$ cat config.mk
export PLATFORM = sky130hd
export DESIGN_NAME = wishbone_master_flat
export DESIGN_NICKNAME = d
export VERILOG_FILES = /design/src/rtl/wishbone_pkg.sv /design/src/rtl/wishbone_master_if.sv /design/src/rtl/wishbone_master_timeout_counter.sv /design/src/rtl/wishbone_master.sv /design/src/flat_wrapper.sv
export SDC_FILE = /design/constraint.sdc
export NUM_CORES = 1
export LEC_CHECK = 0
export ABC_AREA = 1
export BUFFER_PORTS_ARGS = -buffer_cell sky130_fd_sc_hd__buf_2
export CORE_MARGIN = 2
export CORE_UTILIZATION = 44
export CTS_BUF_LIST = sky130_fd_sc_hd__clkbuf_8
export DETAILED_ROUTE_END_ITERATION = 6
export HOLD_SLACK_MARGIN = 0.06
export PLACE_DENSITY = 0.79
export SYNTH_ARGS = -nofsm -noshare
export SYNTH_HDL_FRONTEND = slang
export SYNTH_SLANG_ARGS = --single-unit
export TNS_END_PERCENT = 1
$ cat constraint.sdc
create_clock -name i_clk -period 2.2 [get_ports i_clk]
set_input_delay 0 -clock i_clk [delete_from_list [all_inputs] [get_ports i_clk]]
set_output_delay 0 -clock i_clk [all_outputs]
set_load 0.1 [all_outputs]
$ cat src/rtl/wishbone_pkg.sv
// Shared Wishbone definitions: master state encoding and response status codes.
package wishbone_pkg;

   typedef enum logic [1:0] {
      ST_IDLE = 2'd0,
      ST_REQ  = 2'd1,
      ST_WAIT = 2'd2,
      ST_RESP = 2'd3
   } wb_state_t;

   localparam logic [1:0] WB_OK      = 2'd0;
   localparam logic [1:0] WB_BUSERR  = 2'd1;
   localparam logic [1:0] WB_TIMEOUT = 2'd2;

endpackage

$ cat src/rtl/wishbone_master_if.sv
// Command, Wishbone bus and response signals of the single-outstanding master.
interface wishbone_master_if #(
   parameter int AW = 2,
   parameter int DW = 32
) ();

   logic              i_cmd_valid;
   logic              o_cmd_ready;
   logic              i_cmd_we;
   logic [AW-1:0]     i_cmd_addr;
   logic [DW-1:0]     i_cmd_data;
   logic [DW/8-1:0]   i_cmd_sel;

   logic              o_wb_cyc;
   logic              o_wb_stb;
   logic              o_wb_we;
   logic [AW-1:0]     o_wb_addr;
   logic [DW-1:0]     o_wb_odata;
   logic [DW/8-1:0]   o_wb_sel;
   logic              i_wb_ack;
   logic              i_wb_stall;
   logic              i_wb_err;
   logic [DW-1:0]     i_wb_idata;

   logic              o_rsp_valid;
   logic              i_rsp_ready;
   logic [DW-1:0]     o_rsp_data;
   logic [1:0]        o_rsp_status;

   modport master (
      input  i_cmd_valid, i_cmd_we, i_cmd_addr, i_cmd_data, i_cmd_sel,
      input  i_wb_ack, i_wb_stall, i_wb_err, i_wb_idata,
      input  i_rsp_ready,
      output o_cmd_ready,
      output o_wb_cyc, o_wb_stb, o_wb_we, o_wb_addr, o_wb_odata, o_wb_sel,
      output o_rsp_valid, o_rsp_data, o_rsp_status
   );

   modport slave (
      output i_cmd_valid, i_cmd_we, i_cmd_addr, i_cmd_data, i_cmd_sel,
      output i_wb_ack, i_wb_stall, i_wb_err, i_wb_idata,
      output i_rsp_ready,
      input  o_cmd_ready,
      input  o_wb_cyc, o_wb_stb, o_wb_we, o_wb_addr, o_wb_odata, o_wb_sel,
      input  o_rsp_valid, o_rsp_data, o_rsp_status
   );

endinterface

$ cat src/rtl/wishbone_master_timeout_counter.sv
// Counts cycles with cyc high; expire flags the last permitted cycle of a transaction.
module wb_timeout_counter #(
   parameter int TIMEOUT = 16
) (
   input  logic clk,
   input  logic rst,
   input  logic clear,
   input  logic enable,
   output logic expire
);

   localparam int CW = (TIMEOUT > 1) ? $clog2(TIMEOUT) : 1;
   localparam logic [CW-1:0] LAST = CW'(TIMEOUT - 1);

   logic [CW-1:0] count;

   always_ff @(posedge clk or posedge rst) begin
      if (rst) begin
         count <= '0;
      end else if (clear) begin
         count <= '0;
      end else if (enable) begin
         count <= count + 1'b1;
      end
   end

   assign expire = (count == LAST);

endmodule

$ cat src/rtl/wishbone_master.sv
// Single-outstanding pipelined Wishbone B4 master with stall handling and a per-transaction timeout.
module wishbone_master
   import wishbone_pkg::*;
#(
   parameter int AW      = 2,
   parameter int DW      = 32,
   parameter int TIMEOUT = 16
) (
   input logic               i_clk,
   input logic               i_reset,
   wishbone_master_if.master bus
);

   wb_state_t       state;
   logic            accept;
   logic            accepted;
   logic            take_err;
   logic            take_ack;
   logic            time_out;
   logic            finish;
   logic            expire;
   logic [1:0]      fin_status;
   logic [DW-1:0]   fin_data;

   wb_timeout_counter #(.TIMEOUT(TIMEOUT)) u_timeout (
      .clk    (i_clk),
      .rst    (i_reset),
      .clear  (accept),
      .enable (bus.o_wb_cyc),
      .expire (expire)
   );

   // A slave response only counts once the request has been accepted (no stall);
   // err beats ack, and either beats the timeout.
   always_comb begin
      accept     = (state == ST_IDLE) && bus.o_cmd_ready && bus.i_cmd_valid;
      accepted   = ((state == ST_REQ) && !bus.i_wb_stall) || (state == ST_WAIT);
      take_err   = accepted && bus.i_wb_err;
      take_ack   = accepted && bus.i_wb_ack && !bus.i_wb_err;
      time_out   = ((state == ST_REQ) || (state == ST_WAIT)) && expire && !take_err && !take_ack;
      finish     = take_err || take_ack || time_out;
      fin_status = WB_OK;
      fin_data   = '0;
      if (take_err) begin
         fin_status = WB_BUSERR;
      end else if (time_out) begin
         fin_status = WB_TIMEOUT;
      end else if (take_ack && !bus.o_wb_we) begin
         fin_data = bus.i_wb_idata;
      end
   end

   always_ff @(posedge i_clk or posedge i_reset) begin
      if (i_reset) begin
         state            <= ST_IDLE;
         bus.o_cmd_ready  <= 1'b0;
         bus.o_wb_cyc     <= 1'b0;
         bus.o_wb_stb     <= 1'b0;
         bus.o_wb_we      <= 1'b0;
         bus.o_wb_addr    <= '0;
         bus.o_wb_odata   <= '0;
         bus.o_wb_sel     <= '0;
         bus.o_rsp_valid  <= 1'b0;
         bus.o_rsp_data   <= '0;
         bus.o_rsp_status <= WB_OK;
      end else begin
         case (state)
            ST_IDLE: begin
               if (accept) begin
                  bus.o_cmd_ready <= 1'b0;
                  bus.o_wb_cyc    <= 1'b1;
                  bus.o_wb_stb    <= 1'b1;
                  bus.o_wb_we     <= bus.i_cmd_we;
                  bus.o_wb_addr   <= bus.i_cmd_addr;
                  bus.o_wb_odata  <= bus.i_cmd_data;
                  bus.o_wb_sel    <= bus.i_cmd_sel;
                  state           <= ST_REQ;
               end else begin
                  bus.o_cmd_ready <= 1'b1;
               end
            end
            ST_REQ, ST_WAIT: begin
               if (finish) begin
                  bus.o_wb_cyc     <= 1'b0;
                  bus.o_wb_stb     <= 1'b0;
                  bus.o_rsp_valid  <= 1'b1;
                  bus.o_rsp_data   <= fin_data;
                  bus.o_rsp_status <= fin_status;
                  state            <= ST_RESP;
               end else if ((state == ST_REQ) && !bus.i_wb_stall) begin
                  bus.o_wb_stb <= 1'b0;
                  state        <= ST_WAIT;
               end
            end
            ST_RESP: begin
               // Ready is raised on the way out so the next command lands one cycle later.
               if (bus.i_rsp_ready) begin
                  bus.o_rsp_valid <= 1'b0;
                  bus.o_cmd_ready <= 1'b1;
                  state           <= ST_IDLE;
               end
            end
            default: state <= ST_IDLE;
         endcase
      end
   end

endmodule
$ cat src/flat_wrapper.sv
// flat-port wrapper written by rule: the top's interface ports become plain ports
module wishbone_master_flat import wishbone_pkg::*;
#(
   parameter int AW      = 2,
   parameter int DW      = 32,
   parameter int TIMEOUT = 16
)
  (i_clk, i_reset, bus_i_cmd_valid, bus_i_cmd_we, bus_i_cmd_addr, bus_i_cmd_data, bus_i_cmd_sel, bus_i_wb_ack, bus_i_wb_stall, bus_i_wb_err, bus_i_wb_idata, bus_i_rsp_ready, bus_o_cmd_ready, bus_o_wb_cyc, bus_o_wb_stb, bus_o_wb_we, bus_o_wb_addr, bus_o_wb_odata, bus_o_wb_sel, bus_o_rsp_valid, bus_o_rsp_data, bus_o_rsp_status);
  wishbone_master_if #(.AW(AW), .DW(DW)) bus_i ();
  input logic i_clk;
  input logic i_reset;
  input wire logic [$bits(bus_i.i_cmd_valid)-1:0] bus_i_cmd_valid;
  input wire logic [$bits(bus_i.i_cmd_we)-1:0] bus_i_cmd_we;
  input wire logic [$bits(bus_i.i_cmd_addr)-1:0] bus_i_cmd_addr;
  input wire logic [$bits(bus_i.i_cmd_data)-1:0] bus_i_cmd_data;
  input wire logic [$bits(bus_i.i_cmd_sel)-1:0] bus_i_cmd_sel;
  input wire logic [$bits(bus_i.i_wb_ack)-1:0] bus_i_wb_ack;
  input wire logic [$bits(bus_i.i_wb_stall)-1:0] bus_i_wb_stall;
  input wire logic [$bits(bus_i.i_wb_err)-1:0] bus_i_wb_err;
  input wire logic [$bits(bus_i.i_wb_idata)-1:0] bus_i_wb_idata;
  input wire logic [$bits(bus_i.i_rsp_ready)-1:0] bus_i_rsp_ready;
  output wire logic [$bits(bus_i.o_cmd_ready)-1:0] bus_o_cmd_ready;
  output wire logic [$bits(bus_i.o_wb_cyc)-1:0] bus_o_wb_cyc;
  output wire logic [$bits(bus_i.o_wb_stb)-1:0] bus_o_wb_stb;
  output wire logic [$bits(bus_i.o_wb_we)-1:0] bus_o_wb_we;
  output wire logic [$bits(bus_i.o_wb_addr)-1:0] bus_o_wb_addr;
  output wire logic [$bits(bus_i.o_wb_odata)-1:0] bus_o_wb_odata;
  output wire logic [$bits(bus_i.o_wb_sel)-1:0] bus_o_wb_sel;
  output wire logic [$bits(bus_i.o_rsp_valid)-1:0] bus_o_rsp_valid;
  output wire logic [$bits(bus_i.o_rsp_data)-1:0] bus_o_rsp_data;
  output wire logic [$bits(bus_i.o_rsp_status)-1:0] bus_o_rsp_status;
  assign bus_i.i_cmd_valid = bus_i_cmd_valid;
  assign bus_i.i_cmd_we = bus_i_cmd_we;
  assign bus_i.i_cmd_addr = bus_i_cmd_addr;
  assign bus_i.i_cmd_data = bus_i_cmd_data;
  assign bus_i.i_cmd_sel = bus_i_cmd_sel;
  assign bus_i.i_wb_ack = bus_i_wb_ack;
  assign bus_i.i_wb_stall = bus_i_wb_stall;
  assign bus_i.i_wb_err = bus_i_wb_err;
  assign bus_i.i_wb_idata = bus_i_wb_idata;
  assign bus_i.i_rsp_ready = bus_i_rsp_ready;
  assign bus_o_cmd_ready = bus_i.o_cmd_ready;
  assign bus_o_wb_cyc = bus_i.o_wb_cyc;
  assign bus_o_wb_stb = bus_i.o_wb_stb;
  assign bus_o_wb_we = bus_i.o_wb_we;
  assign bus_o_wb_addr = bus_i.o_wb_addr;
  assign bus_o_wb_odata = bus_i.o_wb_odata;
  assign bus_o_wb_sel = bus_i.o_wb_sel;
  assign bus_o_rsp_valid = bus_i.o_rsp_valid;
  assign bus_o_rsp_data = bus_i.o_rsp_data;
  assign bus_o_rsp_status = bus_i.o_rsp_status;
  wishbone_master #(.AW(AW), .DW(DW), .TIMEOUT(TIMEOUT)) u_core (.i_clk(i_clk), .i_reset(i_reset), .bus(bus_i));
endmodule
==> results.md, run 1 <==
- Status: completed
- Crit Path Max Fanout: 43
- Clock Latency Late Sink: 0.33 ns
- Largest net degree at the start of global routing: 53
- Min-Delay Path Depth: 6
- Worst setup margin: 0.3573 ns
- Max-cap viol count: 0
- Rel. slew slack: 62.97%
- Setup_tns: 0 ns
- Worst R2R Setup Slack: 0.36 ns
- Total die area: 8769 µm²
- ANT nets after route: 0
- Yosys cell types: 27
- Starting Density: 45.52%
- Critical R2R Capture: u_core.bus.o_rsp_data[16]
- Synth area leader: dfrtp_1
- Critical path buffers and inverters: 2
- Area growth syn-to-layout: 50.53%
- Peak Freq: 0.5427 GHz
- Kind of critical path: flop to flop
- # clock sinks: 83
- Critical path capture point type: flop
- Mapped Avg Cell Area: 9.066 µm²
- Crit path cell chain: inv_1, ha_1, nand4_4, nand2_2, nand2_4, buf_12, nand2_1, o21ai_1
- Final nets: 703
- Worst hold start: bus_i_wb_stall
- Root buffer cell: clkbuf_8
- Hold Vio Cnt, Final: 0
- GP Congestion: 0.7750
- #FFs+latches synth: 83
- Vias in the first global route: 3182
- Worst slew pin tran: 0.5549 ns
- # fillers: 574
- Clock Pin Slew Worst Setup and Hold Paths: 0.08 ns
- Non-Filler Instances: 725
- Syn Inst Count: 390
- Reg2reg path depth: 8
- Initial antenna violation count: 0
- Die H: 93.65 µm
- Post-synth ARST share: 100.0%
- CP Data Required Time: 2.46 ns
- H-tree Lvls: 3
- Num CTS Buffers: 9
- Dpl ws: 0.3791 ns
- EDFF count, synth: 0
- Residual DRC: 0
- Final setup vio count: 0
- Core ar.: 7767 µm²
- Synth area leaders: dfrtp_1 59%, nand2_1 21%, o21ai_2 3.5%
- Ports: 155
- Worst Path Arrival: 2.10 ns
- FF+latch area: 2077 µm²
- Final period utilization: 83.76%
- Tot GR Track Use: 21.70%
- Postcts setup bufs: 0
- DRT iter0 DRCs: 117
- Placed cell count: 635
- Synthesized area: 3536 µm²
- Worst R2R Start: u_core.state[0]
- DP HPWL: 5.835 mm
- Row count: 32
- Syn nets: 473
- Slowest CP cell: dfrtp_1
- Routed wire per std cell: 13.24 µm
- Sequential fraction of the synthesis area: 58.74%
- Multi-input logic area: 1262 µm²
- CP top delay family: simple AND/OR/NAND/NOR gates
- Most used DFF post-synth: dfrtp_1
- Setup Skew: 0.006316 ns
- First-pass GRT wire length: 14.76 mm
- Top-area cell type share of the netlist area: 58.74%
- DR pass1 iterations: 4
- Hold worst-path end: u_core.bus.o_rsp_status[0]
- Vias: 3394
- CP Launch Type: flop
- Max Slew Vio Count: 0
- IO Port Bufs: 154
- CTS max path bufs: 2
- Total routed wirelength: 9.596 mm
- Share of cells above drive strength 1: 32.42%
- Vias/cell: 4.681
- TritonCTS clock tree: built
- Hold crit path type: input port to flop
- Die W: 93.65 µm
- Critical Path Max Stage Delay: 0.40 ns
- Post-layout min period: 1.843 ns
- Total congestion overflow: 0
- Hold Slack: 0.1075 ns
- Yosys warning count: 0
- Number of diodes: 0
- RSZ-0062 raised after global routing: no
==> cells in the mapped netlist, types with 2 or more instances <==
cell type,count
dfrtp_1,83
o21ai_1,17
ha_1,5
nor3_1,2
clkbuf_1,4
o21ai_0,8
nand3_1,3
and3_1,2
o21ai_2,14
buf_2,5
nand2_2,6
inv_1,14
clkbuf_2,2
a21oi_1,2
nor2_1,8
buf_6,6
a31oi_1,2
nand2_1,198
==> sequential cells by signal, summed over array words and instances (netlist names), 2 cells and up <==
name                     flops
u_core.bus.o_rsp_data       32
u_core.bus.o_rsp_status      2
u_core.bus.o_wb_addr         2
u_core.bus.o_wb_odata       32
u_core.bus.o_wb_sel          4
u_core.state                 2
u_core.u_timeout.count       4
==> final cells by class <==
cell class,instances,share of cell area (%)
clock buffers,10,2.586
clock inverters,4,0.8228
inverters,15,1.081
multi-input cells,273,23.72
flip-flops and latches,83,39.02
well taps,102,2.398
repair buffers,238,30.37
==> stage by stage <==
step | instance area [µm²] | utilization (%)
final | 5323 | 68.52
after global routing | 5323 | 68.52
after CTS | 5323 | 68.52
after detailed placement | 4380 | 56.39
after global placement | 4380 | 56.39
after floorplan | 3536 | -
==> worst register-to-register path, cell delays in order (launching register included) <==
cell and delay (ns):
dfrtp_1 0.40, inv_1 0.08, ha_1 0.35, nand4_4 0.14
nand2_2 0.08, nand2_4 0.26, buf_12 0.26, nand2_1 0.10
o21ai_1 0.09
==> layer usage <==
| layer | vias up | GRT usage, % | routed length (µm) |
|---|---|---|---|
| met5 | - | 0 | 0 |
| met4 | 0 | 10.14 | 235 |
| met3 | 21 | 4.835 | 662 |
| met2 | 140 | 37.11 | 4734 |
| met1 | 1555 | 26.06 | 3963 |
| li1 | 1678 | - | - |
==> cells in the final DEF (no fill, tap or decap), types with 2 or more instances in the layout <==
master and instances:
o21ai_2 14, and3_1 2, clkinv_2 3, nand3_1 3, o21ai_0 8, nand2_1 198
a21oi_1 2, buf_12 2, dlygate4sd3_1 76, buf_2 154, a31oi_1 2, nand2_2 6
o21ai_1 17, clkbuf_8 10, nor2_1 8, inv_1 14, buf_4 6, nor3_1 2
dfrtp_1 83, ha_1 5
==> timing repair <==
| action | 4_1_cts | 5_1_grt |
|---|---|---|
| endpoints found under the hold margin | 106 | 0 |
| resized for setup | 0 | 0 |
| endpoints found under the setup margin | 0 | 0 |
| hold buffers | 76 | 0 |
==> cells by family (layout without fill, tap and decap cells) <==
group	count (synthesis)	count (layout)	synth area share [%]
and+or+nand+nor	224	224	25.83
DFF	83	83	58.74
AOI/OAI and AO/OA	44	44	8.103
buffers and inverters	34	267	5.555
adders and majority gates	5	5	1.769
==> how the worst max path moves through the flow <==
stage,from,to,slack [ns],cells after the start
after global placement,u_core.state[0],u_core.bus.o_rsp_data[31],0.46,7
final,u_core.state[0],u_core.bus.o_rsp_data[16],0.36,8
after detailed placement,u_core.state[0],u_core.bus.o_rsp_data[13],0.38,8
after CTS,u_core.state[0],u_core.bus.o_rsp_data[13],0.36,8
after floorplan,i_reset,u_core.bus.o_cmd_ready,0.06,1
after global routing,u_core.state[1],u_core.bus.o_rsp_data[0],0.21,9
Power of run 1 is not shown: default switching activity piles up to over one toggle a cycle in this logic, so the estimate is an artifact.
==> run 2: changes to the inputs <==
==> constraint.sdc (replaced) <==
create_clock -name i_clk -period 1.6 [get_ports i_clk]
set_input_delay 0 -clock i_clk [delete_from_list [all_inputs] [get_ports i_clk]]
set_output_delay 0 -clock i_clk [all_outputs]
set_load 0.1 [all_outputs]
==> results.md, run 2 (synthesized netlist as in run 1, its figures left out) <==
- Status: completed
- Setup Skew: 0.01204 ns (+0.005724 ns)
- # clock sinks: 83 (unchanged)
- CP top delay family: simple AND/OR/NAND/NOR gates
- Share of cells above drive strength 1: 36.16% (+3.7 points)
- Total congestion overflow: 0 (unchanged)
- First-pass GRT wire length: 16.62 mm (+13%)
- TritonCTS clock tree: built
- Hold worst-path end: u_core.bus.o_rsp_status[0]
- Post-layout min period: 1.588 ns (-0.2544 ns)
- Final core area utilization: 71.12% (+2.6 points)
- Final nets: 714 (+1.6%)
- DRT iter0 DRCs: 175 (+50%)
- Worst slew pin tran: 0.6026 ns (+0.04773 ns)
- Worst hold start: bus_i_wb_stall
- Largest net degree at the start of global routing: 49 (-7.5%)
- Die W: 93.65 µm (unchanged)
- Vias: 3570 (+5.2%)
- Slowest CP cell: dfrtp_1
- Ports: 155 (unchanged)
- CP Data Required Time: 1.83 ns (-0.63 ns)
- GP Congestion: 0.7821 (+0.92%)
- Rel. slew slack: 59.83% (-3.1 points)
- DR pass1 iterations: 4 (unchanged)
- Area growth syn-to-layout: 56.23%
- RSZ-0062 raised after global routing: yes
- IO Port Bufs: 154 (unchanged)
- Num CTS Buffers: 9 (unchanged)
- Clock Pin Slew Worst Setup and Hold Paths: 0.09 ns (about the same)
- Max-cap viol count: 0 (unchanged)
- Largest regs: u_core.bus.o_rsp_data: 32 flops, u_core.bus.o_wb_odata: 32 flops
- DP HPWL: 6.009 mm (+3.0%)
- Critical path capture point type: flop
- # fillers: 539 (-6.1%)
- Vias in the first global route: 3453 (+8.5%)
- Residual DRC: 0 (unchanged)
- Reg2reg path depth: 9 (+1)
- Row count: 32 (unchanged)
- Setup_tns: 0 ns (unchanged)
- Core ar.: 7767 µm² (unchanged)
- Clock Latency Late Sink: 0.34 ns (about the same)
- Worst R2R Start: u_core.state[1]
- Worst R2R Setup Slack: 0.01 ns (-0.35 ns)
- Peak Freq: 0.6296 GHz (+16%)
- CP Launch Type: flop
- CTS max path bufs: 2 (unchanged)
- Initial antenna violation count: 0 (unchanged)
- Non-Filler Instances: 738 (+1.8%)
- Hold Vio Cnt, Final: 0 (unchanged)
- Critical Path Max Stage Delay: 0.37 ns (-0.03 ns)
- Vias/cell: 4.837 (+3.3%)
- Tot GR Track Use: 24.37% (+2.7 points)
- Critical path buffers and inverters: 3 (+1)
- Total die area: 8769 µm² (unchanged)
- Final period utilization: 99.27% (+16 points)
- Max Slew Vio Count: 0 (unchanged)
- Routed wire per std cell: 14.29 µm (+8.0%)
- H-tree Lvls: 3 (unchanged)
- Die H: 93.65 µm (unchanged)
- ANT nets after route: 0 (unchanged)
- Hold Slack: 0.08068 ns (-0.02686 ns)
- Starting Density: 45.52% (unchanged)
- Root buffer cell: clkbuf_8
- Crit path cell chain: inv_2, buf_4, ha_4, nand4_4, nand2_4, nand2_8, buf_12, nand2_1, o21ai_1
- Hold crit path type: input port to flop
- Number of diodes: 0 (unchanged)
- Final setup vio count: 0 (unchanged)
- Kind of critical path: flop to flop
- Critical R2R Capture: u_core.bus.o_rsp_data[12]
- Commonest cells after routing, fill and taps aside: 191 x nand2_1, 154 x buf_2, 83 x dfrtp_1, 76 x dlygate4sd3_1
- Crit Path Max Fanout: 18 (-58%)
- Min-Delay Path Depth: 6 (unchanged)
- Placed cell count: 641 (+0.94%)
- Commonest non-fill, non-tap cell in the layout: nand2_1
- Total routed wirelength: 10.55 mm (+9.9%)
- Worst Path Arrival: 1.81 ns (-0.29 ns)
## run 2: cell types whose count changed in the layout (fill, tap and decap cells not counted), moves of 3 or more
cell and delta:
buf_4 +6, buf_6 +4, clkinvlp_4 +3, inv_1 -3
nand2_1 -7, nand2_2 +6, o21ai_0 -3, o21ai_2 +3
## run 2: area by class of cell
type	instances	area, µm²	share of cell area (%)
Sequential cell	83	2077	37.60
Timing Repair Buffer	249	1732	31.35
Multi-Input combinational cell	273	1328	24.03
Tap cell	102	127.6	2.310
Clock buffer	9	123.9	2.242
Clock inverter	7	76.32	1.382
Inverter	15	60.06	1.087
## run 2: what timing repair did
item | CTS | global route
hold endpoints to repair | 158 | 0
pin swaps | 3 | 6
gates cloned | 1 | 1
setup buffers | 4 | 1
setup endpoints to repair | 34 | 39
resized for setup | 9 | 17
hold buffers | 76 | 0
## run 2: worst reg2reg max path: stages (launching register included)
cell	delay (ns)
dfrtp_1	0.37
inv_2	0.04
buf_4	0.14
ha_4	0.29
nand4_4	0.11
nand2_4	0.12
nand2_8	0.09
buf_12	0.16
nand2_1	0.09
o21ai_1	0.07
## run 2: per-layer routing
layer	routed length, µm	vias up	global-route usage (%)
li1	-	1703	-
met3	850	13	5.641
met2	5259	172	42.81
met5	0	-	0
met4	131	0	7.850
met1	4303	1682	29.67
## run 2: how the worst max path moves through the flow
| stage | start | to | slack, ns | depth (start not counted) |
|---|---|---|---|---|
| final | u_core.state[1] | u_core.bus.o_rsp_data[12] | 0.01 | 9 |
| after global routing | u_core.state[1] | u_core.bus.o_rsp_data[22] | -0.13 | 8 |
| after CTS | u_core.state[1] | u_core.bus.o_rsp_data[2] | -0.02 | 10 |
| after detailed placement | u_core.state[0] | u_core.bus.o_rsp_data[2] | -0.05 | 8 |
| after global placement | u_core.state[0] | u_core.bus.o_rsp_data[2] | 0.02 | 8 |
| after floorplan | u_core.bus.o_cmd_ready | u_core.state[1] | -0.22 | 7 |
## run 2: stage by stage
step | setup slack [ns] | area [µm²]
2_1_floorplan | -0.2240 | 3540
3_5_place_dp | -0.05446 | 4441
5_1_grt | -0.1251 | 5524
4_1_cts | -0.01989 | 5477
6_report | 0.01166 | 5524
3_3_place_gp | 0.02293 | 4441
Power of run 2 is left out for the same reason.
